<file path="src/rtl/alu_op_sequencer.sv">
// Multi-cycle initiator for a slow combinational ALU: launches registered operands,
// waits a fixed settle window, captures result/flags and re-checks the zero flag.
module alu_op_sequencer #(
  parameter int WIDTH         = 32,
  parameter int SETTLE_CYCLES = 4,
  parameter int CMD_W         = 3
) (
  input  logic             clk,
  input  logic             reset,
  input  logic             req_valid,
  output logic             req_ready,
  input  logic [WIDTH-1:0] req_a,
  input  logic [WIDTH-1:0] req_b,
  input  logic [CMD_W-1:0] req_cmd,
  output logic [WIDTH-1:0] alu_a,
  output logic [WIDTH-1:0] alu_b,
  output logic [CMD_W-1:0] alu_cmd,
  input  logic [WIDTH-1:0] alu_result,
  input  logic             alu_zero,
  input  logic             alu_carry,
  input  logic             alu_overflow,
  output logic             rsp_valid,
  input  logic             rsp_ready,
  output logic [WIDTH-1:0] rsp_result,
  output logic             rsp_zero,
  output logic             rsp_carry,
  output logic             rsp_overflow,
  output logic             busy,
  output logic [15:0]      op_count,
  output logic             zero_err
);

  typedef enum logic [1:0] {
    IDLE   = 2'd0,
    SETTLE = 2'd1,
    RESP   = 2'd2
  } state_t;

  // Counter is loaded with SETTLE_CYCLES-1 so the capture lands SETTLE_CYCLES edges after accept.
  localparam logic [3:0] CNT_LOAD = 4'(SETTLE_CYCLES - 1);

  state_t     state;
  logic [3:0] cnt;
  logic       ref_zero;

  assign ref_zero = (alu_result == '0);

  always_ff @(posedge clk) begin
    if (reset) begin
      // NOTE: every state element uses non-blocking assignment so all registers
      // update together on the edge, independent of statement order.
      state        <= IDLE;
      cnt          <= '0;
      req_ready    <= 1'b1;
      busy         <= 1'b0;
      alu_a        <= '0;
      alu_b        <= '0;
      alu_cmd      <= '0;
      rsp_valid    <= 1'b0;
      rsp_result   <= '0;
      rsp_zero     <= 1'b0;
      rsp_carry    <= 1'b0;
      rsp_overflow <= 1'b0;
      op_count     <= '0;
      zero_err     <= 1'b0;
    end else begin
      case (state)
        IDLE: begin
          if (req_valid) begin
            alu_a     <= req_a;
            alu_b     <= req_b;
            alu_cmd   <= req_cmd;
            cnt       <= CNT_LOAD;
            req_ready <= 1'b0;
            busy      <= 1'b1;
            state     <= SETTLE;
          end
        end
        SETTLE: begin
          if (cnt != '0) begin
            cnt <= cnt - 4'd1;
          end else begin
            rsp_result   <= alu_result;
            rsp_zero     <= alu_zero;
            rsp_carry    <= alu_carry;
            rsp_overflow <= alu_overflow;
            rsp_valid    <= 1'b1;
            // Sticky: the reported flag is passed through untouched, only the error is flagged.
            if (alu_zero != ref_zero) zero_err <= 1'b1;
            state        <= RESP;
          end
        end
        RESP: begin
          if (rsp_ready) begin
            rsp_valid <= 1'b0;
            op_count  <= op_count + 16'd1;
            req_ready <= 1'b1;
            busy      <= 1'b0;
            state     <= IDLE;
          end
        end
        default: begin
          state     <= IDLE;
          req_ready <= 1'b1;
          busy      <= 1'b0;
          rsp_valid <= 1'b0;
        end
      endcase
    end
  end

endmodule

</file>
<file path="config.mk">
export PLATFORM = sky130hd
export DESIGN_NAME = alu_op_sequencer
export DESIGN_NICKNAME = d
export VERILOG_FILES = /design/src/rtl/alu_op_sequencer.sv
export SDC_FILE = /design/constraint.sdc
export NUM_CORES = 1
export LEC_CHECK = 0
export ABC_CLOCK_PERIOD_IN_PS = 4710
export CAP_MARGIN = 20
export CORE_ASPECT_RATIO = 0.8
export CORE_UTILIZATION = 45
export CTS_BUF_LIST = sky130_fd_sc_hd__clkbuf_4
export CTS_CLUSTER_SIZE = 30
export DETAILED_ROUTE_END_ITERATION = 8
export PLACE_DENSITY = 0.89
export SLEW_MARGIN = 20
export SYNTH_ARGS = -nofsm -noshare
export SYNTH_HDL_FRONTEND = slang
export SYNTH_SLANG_ARGS = --single-unit
</file>
<file path="constraint.sdc">
create_clock -name clk -period 4.71 [get_ports clk]
set_clock_uncertainty 0.15 [all_clocks]
set_input_delay 0.7065 -clock clk [delete_from_list [all_inputs] [get_ports clk]]
set_output_delay 0.7065 -clock clk [all_outputs]
set_load 0.05 [all_outputs]
</file>
# [After elaboration in Yosys (flattened, before gate mapping)]
# Cells that the tools add are included.
[totals] wordCells=53 out_inout_bits=122 ff_bits=128 inputBits=106
[classes] n_bitwise=3 n_mux=15 n_eq_ne=7 n_reduce_logical=12 addsub=2
[ops] op="zero test 32 bit" count=1
[ops] op="adder 16 x 1 -> 16 bit (second input constant)" count=1
[ops] op="AND reduction 3 bit" count=5
[ops] op="one-hot mux 1 bit (3 select lines)" count=3
[ops] op="two-way mux 4 bit" count=2
[ops] op="!= test 2 bit (second input constant)" count=4
[ops] op="one-hot mux 4 bit (2 select lines)" count=1
[ops] op="two-way mux 2 bit" count=3
[ops] op="one-hot mux 2 bit (3 select lines)" count=1
[ops] op="AND reduction 2 bit" count=3
[ops] op="two-way mux 1 bit" count=5
[ops] op="nonzero test 4 bit" count=1
[ops] op="subtractor 4 x 1 -> 4 bit (second input constant)" count=1
[ops] op="NOT 1 bit" count=3
[ops] op="== test 2 x 1 -> 1 bit (second input constant)" count=1
[ops] op="== test 2 bit (second input constant)" count=1
[ops] op="zero test 2 bit" count=1
[ops] op="nonzero test 2 bit" count=1
[ops] op="!= test 1 bit" count=1

# [Logic depth before layout (Yosys ltp)]
# Gate-level depths: netlist of run 1.
[logic_depth] word_depth=3 mapped_depth=8 ltp_nobuf=6

# [Worst setup path before layout of run 1]
# No wires, ideal clock.
[synth_timing] path_type="input-to-reg" from="in req_valid" to="reg alu_b[10]" setup_time_ps=132 path_buffers=3 t_arrival_ps=1716 required_ps=4428 path_slack_ps=2711 stages=6 cell_sequence="or3b_2 > clkbuf_1 > buf_2 > buf_2 > nand2_1 > a21oi_1"
[synth_between] elab_chain_cells=1
[synth_rtl] element="start, declared" line="10" text="input logic req_valid,"
[synth_rtl] element="AND reduction 2 bit (no source line)"
[synth_rtl] element="end signal, assigned" line="71" text="alu_b <= req_b;"
[synth_rtl] element="end, declared" line="16" text="output logic [WIDTH-1:0] alu_b,"
# No other way between the ends.
# A chain may end at the register's enable or synchronous reset.

# [Worst setup path after layout of run 1]
[layout_timing] from="reg op_count[2]" to="out op_count[2]"
[layout_lines] element="start, declared" line="29" text="output logic [15:0] op_count,"
[layout_lines] element="start signal, assigned" line="96" text="op_count <= op_count + 16'd1;"
# No word-level cell between the ends.

==> results of run 1 <==
## cell type report
type                            count  area [µm²]
Timing Repair Buffer              230        2290
Tap cell                          140         175
Fill cell                         762        2930
Sequential cell                   128        2560
Inverter                            7        26.3
Multi-Input combinational cell    420        2050
Clock buffer                       17         128
Clock inverter                     15         163
## cells in the final DEF (no fill, tap or decap), types with 6 or more instances in the layout
cell	synthesis	routed
dfxtp_1	128	128
o21ai_0	6	6
nand2_1	215	214
nor4_1	8	8
clkdlybuf4s50_1	0	226
clkbuf_4	0	17
inv_1	7	7
a21oi_1	113	113
nor2_1	17	17
## final timing paths
kind / from / endpoint / slack, ns / cells after the start
min: alu_a[23]$_SDFFE_PP0P_ / alu_a[23]$_SDFFE_PP0P_ / 0.31 / 2
min reg2reg: alu_a[23]$_SDFFE_PP0P_ / alu_a[23]$_SDFFE_PP0P_ / 0.31 / 2
max: op_count[2]$_SDFFE_PP0P_ / op_count[2] / 1.99 / 1
max reg2reg: cnt[0]$_SDFFE_PP0P_ / zero_err$_SDFFE_PP0P_ / 2.16 / 6
## flip-flops by register name (all words and copies together) (netlist names)
signal        count
rsp_carry         1
state             2
op_count         16
rsp_result       32
req_ready         1
rsp_zero          1
alu_b            32
busy              1
rsp_overflow      1
zero_err          1
cnt               4
rsp_valid         1
alu_cmd           3
alu_a            32
## kinds of logic (layout without fill, tap and decap cells)
family / after synthesis / in the layout / share of synthesized area (%)
multiplexers: 1 / 1 / 0.208
buffers and inverters: 45 / 269 / 4.19
AO/OA/AOI/OAI: 129 / 129 / 14.1
adder cells (fa/ha/maj): 3 / 3 / 0.782
XOR/XNOR: 10 / 10 / 1.82
flip-flops: 128 / 128 / 53.3
AND/OR/NAND/NOR: 277 / 277 / 25.5
## per-layer routing
metal | track usage [%] | part of all wire, % | vias up
met5 | 0 | 0 | -
met4 | 10.0 | 1.7 | 0
met3 | 10.6 | 10 | 22
met2 | 40.1 | 47 | 204
met1 | 27.4 | 41 | 2248
li1 | - | - | 2387
## power groups by stage
stage | clock network (mW) | logic (mW) | registers, mW
2_1_floorplan | 0 | 0.226 | 1.50
5_1_grt | 0.813 | 0.829 | 1.23
6_report | 0.750 | 0.781 | 1.22
4_1_cts | 0.769 | 0.783 | 1.22
3_5_place_dp | 0 | 0.778 | 1.25
3_3_place_gp | 0 | 0.762 | 1.24
## worst register-to-register path, stage by stage, from the launching register on
cell	delay, ns
dfxtp_1	0.32
inv_1	0.11
ha_1	0.18
nor3b_1	0.41
nand2_2	0.53
or3_1	0.49
o311ai_0	0.25
## per-stage QoR
step                      setup WS (ns)  cells  hold slack (ns)
final                              1.99    957            0.310
after global routing               1.92    957            0.329
after CTS                          1.79    957            0.312
after detailed placement           1.81    925            0.298
after global placement             1.92    925            0.291
after floorplan                    2.71    593            0.314
==> reports/results.txt, run 1 <==
Status - finished, final reports clean
Starting Density - 46.5%
Family with the most delay on the worst path - buffers and inverters
Largest net degree at the start of global routing - 67
Synth top area share - 53.3%
Rows - 33
Final ANT Viol Nets - 0
Cell variety after synth - 43
Final design utilization - 71.6%
Final setup fails - 0
Sequential power share - 44.4%
Post-synth ARST share - 0%
Sw Ratio - 35.8%
Post-synth EDFFs - 0
Comb power frac - 28.4%
Synth top area cells - dfxtp_1 (53%), nand2_1 (17%), a21oi_1 (12%), clkbuf_1 (1.8%), nor2_1 (1.3%)
Root cell of the clock tree - clkbuf_4
Max cap viols - 0
Crit path cell chain - clkdlybuf4s50_1
Worst-Margin Slew - 0.758 ns
Share of layout cells above drive strength 1 - 5.63%
Placer Congestion - 0.896
Leading area contributor after synthesis - dfxtp_1
Total CTS buffers - 17
Synth cell count leaders - nand2_1 (215), dfxtp_1 (128), a21oi_1 (113)
Post-DP HPWL - 9570 µm
RSZ-0062 raised after global routing - no
Setup TNS - 0 ns
Core area - 10300 µm²
Max Slew Vio Count - 0
Critical setup path kind - flip-flop to output pin
Vias in the first global route - 4615
Final Hold Vio Count - 0
First-pass GRT wire length - 21400 µm
Buffers on Ports - 227
Initial antenna violation count - 0
Clk network pwr share - 27.3%
Tcrit/Tclk final - 57.8%
Post-CTS sizing - 0
Worst slew margin - 49.4%
Worst vdd ir - 0.000292 V
Number of synthesized register bits - 128
Design area - 7390 µm²
CP max FO - 4
Post-CTS setup buffers - 0
Net Sw Power - 0.986 mW
CP required - 3.85 ns
ANT cells - 0
Critical path capture point type - output pin
Cell internal pwr - 1.77 mW
Average size of a mapped cell - 8.10 µm²
Area delta synth->final - 53.9%
Number of top-level pins - 228
Via density - 5.08
WL/cell - 14.3 µm
Cells after Synth - 593
Leakage - 2.67 nW
F_max - 367 MHz
Total wire length - 13700 µm
Pwr Total - 2.75 mW
Placed Area - 7100 µm²
Die Wd - 118 µm
DR pass1 iterations - 6
GRT Total Usage - 24.2%
Final nets - 913
Die H - 94.4 µm
Mapped Area - 4800 µm²
Synth Net Count - 702
H-tree levels - 4
Clk sinks - 128
CP Launch Type - flip-flop
Register area share after synthesis - 53.3%
Worst Path Arrival - 1.87 ns
Crit-path slowest cell - clkdlybuf4s50_1
Synthesis Warnings - 0
Minimum clock period - 2.72 ns
Clock Pin Slew Worst Setup and Hold Paths - 0.13 ns
Top_reg_cell synth - dfxtp_1
DRC Markers - 0
CP max stage delay - 0.86 ns
HP Class - flip-flop to flip-flop
GR Overflow Total - 0
Clk_lat worst skew - 0.53 ns
Via count - 4861
Worst-case clock buffer depth - 2
WP buf/inv - 1
Most common cell in the netlist - nand2_1
TritonCTS clock tree - done
Power Dens Cells - 372 nW/µm²
Iter 0 DRT Violations - 197
Die area - 11100 µm²
Hold bufs inserted after CTS - 0
Power figures use the tool's default switching activity.
==> run 2, diff against run 1 <==
ABC_CLOCK_PERIOD_IN_PS = 2640   (was 4710)
CORE_UTILIZATION = 42   (was 45)
PLACE_DENSITY = 0.84   (was 0.89)
clock period = 2.64 ns   (was 4.71 ns; I/O delays follow)
==> run 2 against run 1 <==
Net effect:
- worst setup slack worse by 1.8 ns
- flip-flop and latch count stayed put
- via count is 0.56% higher
- combinational power is 82% higher
- wire length is 0.64% higher
- critical path depth stayed put
- non-clock buffer count is 5 higher
- global-route usage is 0.36 points lower
- final cell count is 0.94% higher
- register-to-register slack worse by 1.8 ns
- sequential share of layout area is 0.55 points lower
- core utilization is 3.4 points lower
- largest power group unchanged
==> reports/results.txt, run 2 (synthesized netlist as in run 1, its figures left out) <==
Clock Pin Slew Worst Setup and Hold Paths - 0.12 ns
Vias in the first global route - 4777
Final ANT Viol Nets - 0
Tcrit/Tclk final - 91.1%
Total CTS buffers - 17
Post-CTS setup buffers - 0
Die area - 11900 µm²
Worst slew margin - 63.5%
Initial antenna violation count - 0
Post-DP HPWL - 9770 µm
Number of top-level pins - 228
Via count - 4888
HP Class - input pin to flip-flop
Die Wd - 122 µm
Fin cells - 966
Most frequent cells in the layout - clkdlybuf4s50_1 (226), nand2_1 (215), dfxtp_1 (128)
Area delta synth->final - 56.4%
Worst r2r src - cnt[0]$_SDFFE_PP0P_
Post-CTS sizing - 0
Power Dens Cells - 689 nW/µm²
Commonest non-fill, non-tap cell in the layout - clkdlybuf4s50_1
DP Cell Count - 934
Leakage - 2.74 nW
Critical setup path kind - flip-flop to output pin
Final setup fails - 0
GRT Total Usage - 23.8%
CP required - 2.09 ns
DR pass1 iterations - 4
ANT cells - 0
Crit-path slowest cell - clkdlybuf4s50_1
Hold bufs inserted after CTS - 0
RSZ-0062 raised after global routing - no
Iter 0 DRT Violations - 226
Final Hold Vio Count - 0
CP max FO - 7
TritonCTS clock tree - done
Buffers on Ports - 227
Clk_lat worst skew - 0.53 ns
Design area - 7510 µm²
Critical path origin - op_count[3]$_SDFFE_PP0P_
F_max - 416 MHz
DRC Markers - 0
Status - finished, final reports clean
WL/cell - 14.2 µm
First-pass GRT wire length - 22200 µm
GR Overflow Total - 0
CP Launch Type - flip-flop
Hold Crit Start - reset
Family with the most delay on the worst path - buffers and inverters
Cell count along the critical path - 1
R2R depth - 7
Max cap viols - 0
Worst-case clock buffer depth - 2
CP max stage delay - 0.85 ns
Worst Path Arrival - 1.86 ns
Minimum clock period - 2.40 ns
Via density - 5.06
Worst vdd ir - 0.000499 V
Setup TNS - 0 ns
Starting Density - 43.6%
Largest net degree at the start of global routing - 61
Crit path cell chain - clkdlybuf4s50_1
Placer Congestion - 0.817
Critical path capture point type - output pin
Placed Area - 7170 µm²
Max Slew Vio Count - 0
Worst-Margin Slew - 0.546 ns
Reg2reg setup slack - 0.39 ns
Final design utilization - 68.2%
Reg2reg end - rsp_result[29]$_SDFFE_PP0P_
Root cell of the clock tree - clkbuf_4
WP buf/inv - 1
Share of layout cells above drive strength 1 - 5.84%
Core area - 11000 µm²
Total wire length - 13800 µm
H-tree levels - 4
Critical Path End - op_count[3]
Die H - 97.7 µm
Clk sinks - 128
Final nets - 918
Biggest regs - alu_a x32, alu_b x32, rsp_result x32
Rows - 34
-- run 2: final cells by class --
| class | instances | area, µm² |
|---|---|---|
| fill | 846 | 3500 |
| inverter | 7 | 26.3 |
| timing repair buffer | 235 | 2350 |
| tap | 144 | 180 |
| multi-input combinational | 420 | 2050 |
| clock buffer | 17 | 128 |
| clock inverter | 15 | 216 |
| sequential | 128 | 2560 |
-- run 2: how the worst min path moves through the flow --
| stage | endpoint | slack [ns] | depth (start not counted) |
|---|---|---|---|
| after floorplan | cnt[3]$_SDFFE_PP0P_ | 0.31 | 2 |
| after global placement | rsp_result[29]$_SDFFE_PP0P_ | 0.29 | 2 |
| after detailed placement | rsp_valid$_SDFFE_PP0P_ | 0.30 | 2 |
| after CTS | op_count[6]$_SDFFE_PP0P_ | 0.1 | 2 |
| after global routing | op_count[6]$_SDFFE_PP0P_ | 0.11 | 2 |
| final | op_count[6]$_SDFFE_PP0P_ | 0.14 | 2 |
-- run 2: where the power goes --
| part | switching [mW] | internal, mW | leakage, nW |
|---|---|---|---|
| clock network | 0.741 | 0.842 | 0.175 |
| logic | 0.895 | 0.523 | 1.52 |
| registers | 0.0944 | 2.08 | 1.05 |
| total | 1.73 | 3.45 | 2.74 |
-- run 2: per-layer routing --
metal  vias to the layer above  share of wire, %  track usage [%]
li1                       2409                 -                -
met1                      2240                40             25.4
met2                       215                47             40.6
met3                        24                10             11.0
met4                         0               1.9             8.93
met5                         -                 0                0
-- run 2: through the flow --
step / total power [mW] / worst slack, ns / hold slack, ns
6_report: 5.18 / 0.236 / 0.138
5_1_grt: 5.43 / 0.145 / 0.111
4_1_cts: 5.23 / 0.198 / 0.0983
3_5_place_dp: 3.64 / 0.356 / 0.295
3_3_place_gp: 3.61 / 0.369 / 0.291
2_1_floorplan: 3.09 / 0.694 / 0.314
==> run 3, diff against run 2 <==
--- a/config.mk
+++ b/config.mk
@@ -14,2 +14,3 @@
 export DETAILED_ROUTE_END_ITERATION = 8
+export GPL_TIMING_DRIVEN = 0
 export PLACE_DENSITY = 0.84
--- a/constraint.sdc
+++ b/constraint.sdc
@@ -4,2 +4,2 @@
 set_output_delay 0.396 -clock clk [all_outputs]
-set_load 0.05 [all_outputs]
+set_load 0.01 [all_outputs]
==> run 3 against run 2 <==
Net effect:
- wire length is 9.6% higher
- clock power hardly changed
- sequential share of layout area is 0.34 points lower
- via count is 2.0% higher
- first-iteration DRC count is 4.9% higher
- register-to-register slack better by 0.21 ns
- critical endpoint unchanged
- critical path type unchanged
- combinational power is 27% lower
- maximum frequency is 14% higher
- worst hold slack better by 0.092 ns
==> reports/results.txt, run 3 (synthesized netlist as in run 1, its figures left out) <==
Critical path capture point type - output pin
First-pass GRT wire length - 23900 µm
CP max stage delay - 0.59 ns
Power Dens Cells - 633 nW/µm²
Die area - 11900 µm²
Status - finished, final reports clean
CP required - 2.09 ns
Via density - 5.01
Clk sinks - 128
WL/cell - 15.2 µm
Max cap viols - 0
HP Class - input pin to flip-flop
DRC Markers - 0
Biggest regs - alu_a x32, alu_b x32, rsp_result x32
Pwr Total - 4.80 mW
Max Slew Vio Count - 0
CP Launch Type - flip-flop
Placed Area - 7250 µm²
Post-route setup slack - 0.535 ns
Placer Congestion - 0.829
CP max FO - 7
Die H - 97.7 µm
Leakage - 2.78 nW
Buffers on Ports - 226
Critical setup path kind - flip-flop to output pin
Initial antenna violation count - 0
Total CTS buffers - 17
Starting Density - 43.6%
Vias in the first global route - 4931
Rows - 34
Minimum clock period - 2.10 ns
Worst vdd ir - 0.000539 V
Crit-path slowest cell - clkdlybuf4s50_1
Filler cells - 858
Hold WS - 0.230 ns
Root cell of the clock tree - clkbuf_4
Final ANT Viol Nets - 0
Setup WS pre-CTS - 0.0457 ns
Worst slew margin - 51.4%
Hold bufs inserted after CTS - 0
Number of top-level pins - 228
Clock Pin Slew Worst Setup and Hold Paths - 0.11 ns
F_max - 475 MHz
Total wire length - 15100 µm
Setup TNS - 0 ns
Final nets - 947
Worst-case clock buffer depth - 2
DR pass1 iterations - 5
Tcrit/Tclk final - 79.7%
Family with the most delay on the worst path - buffers and inverters
GR Overflow Total - 0
Crit path cell chain - clkdlybuf4s50_1
Clk_lat worst skew - 0.52 ns
Design area - 7590 µm²
Via count - 4987
Commonest non-fill, non-tap cell in the layout - clkdlybuf4s50_1
H-tree levels - 4
RSZ-0062 raised after global routing - no
TritonCTS clock tree - done
Worst Path Arrival - 1.56 ns
Final Hold Vio Count - 0
Core area - 11000 µm²
Most frequent cells in the layout - clkdlybuf4s50_1 (226), nand2_1 (215), dfxtp_1 (128)
Post-DP HPWL - 11300 µm
Area delta synth->final - 58.0%
Largest net degree at the start of global routing - 17
WP buf/inv - 1
GRT Total Usage - 26.0%
Post-CTS setup buffers - 0
Multi-input logic area - 2040 µm²
ANT cells - 0
Worst-Margin Slew - 0.728 ns
Iter 0 DRT Violations - 237
Register area - 2560 µm²
Die Wd - 122 µm
Post-CTS sizing - 0
Share of layout cells above drive strength 1 - 6.58%
Final setup fails - 0
[run 3: final timing paths]
check	end	depth (start not counted)	slack, ns	from
max	op_count[3]	1	0.54	op_count[3]$_SDFFE_PP0P_
min	state[0]$_SDFFE_PP0P_	2	0.23	reset
max reg2reg	alu_b[8]$_SDFFE_PP0P_	6	0.60	state[0]$_SDFFE_PP0P_
min reg2reg	alu_b[16]$_SDFFE_PP0P_	2	0.31	alu_b[16]$_SDFFE_PP0P_
[run 3: stage by stage]
stage	cells	utilization (%)
global route	995	68.9
global placement	963	65.8
finish	995	68.9
CTS	995	68.9
detailed placement	963	65.8
floorplan	593	-
[run 3: power by group]
part / leakage [nW] / total [mW] / internal, mW / switching, mW
Combinational: 1.55 / 1.04 / 0.532 / 0.510
Sequential: 1.05 / 2.17 / 2.08 / 0.0868
Clock: 0.183 / 1.59 / 0.844 / 0.746
[run 3: routing by layer]
layer  global-route usage [%]  vias up  share of wire (%)  routed length (µm)
met2                     45.8      203                 49                7420
met3                     10.9       17                9.7                1470
li1                         -     2457                  -                   -
met5                        0        -                  0                   0
met4                     6.93        0                1.1                 172
met1                     28.3     2310                 40                6020
[run 3: area by class of cell]
type / instances / share of cell area [%]
Buffer: 38 / 2.31
Clock buffer: 17 / 1.68
Clock inverter: 15 / 2.85
Inverter: 7 / 0.346
Multi-Input combinational cell: 420 / 26.9
Sequential cell: 128 / 33.8
Tap cell: 144 / 2.37
Timing Repair Buffer: 226 / 29.8
[run 3: worst register-to-register path, stage by stage (launching register included)]
cell	delay (ns)
dfxtp_1	0.33
buf_2	0.17
nor3b_2	0.48
buf_2	0.36
buf_2	0.27
nand2_1	0.09
a21oi_1	0.14
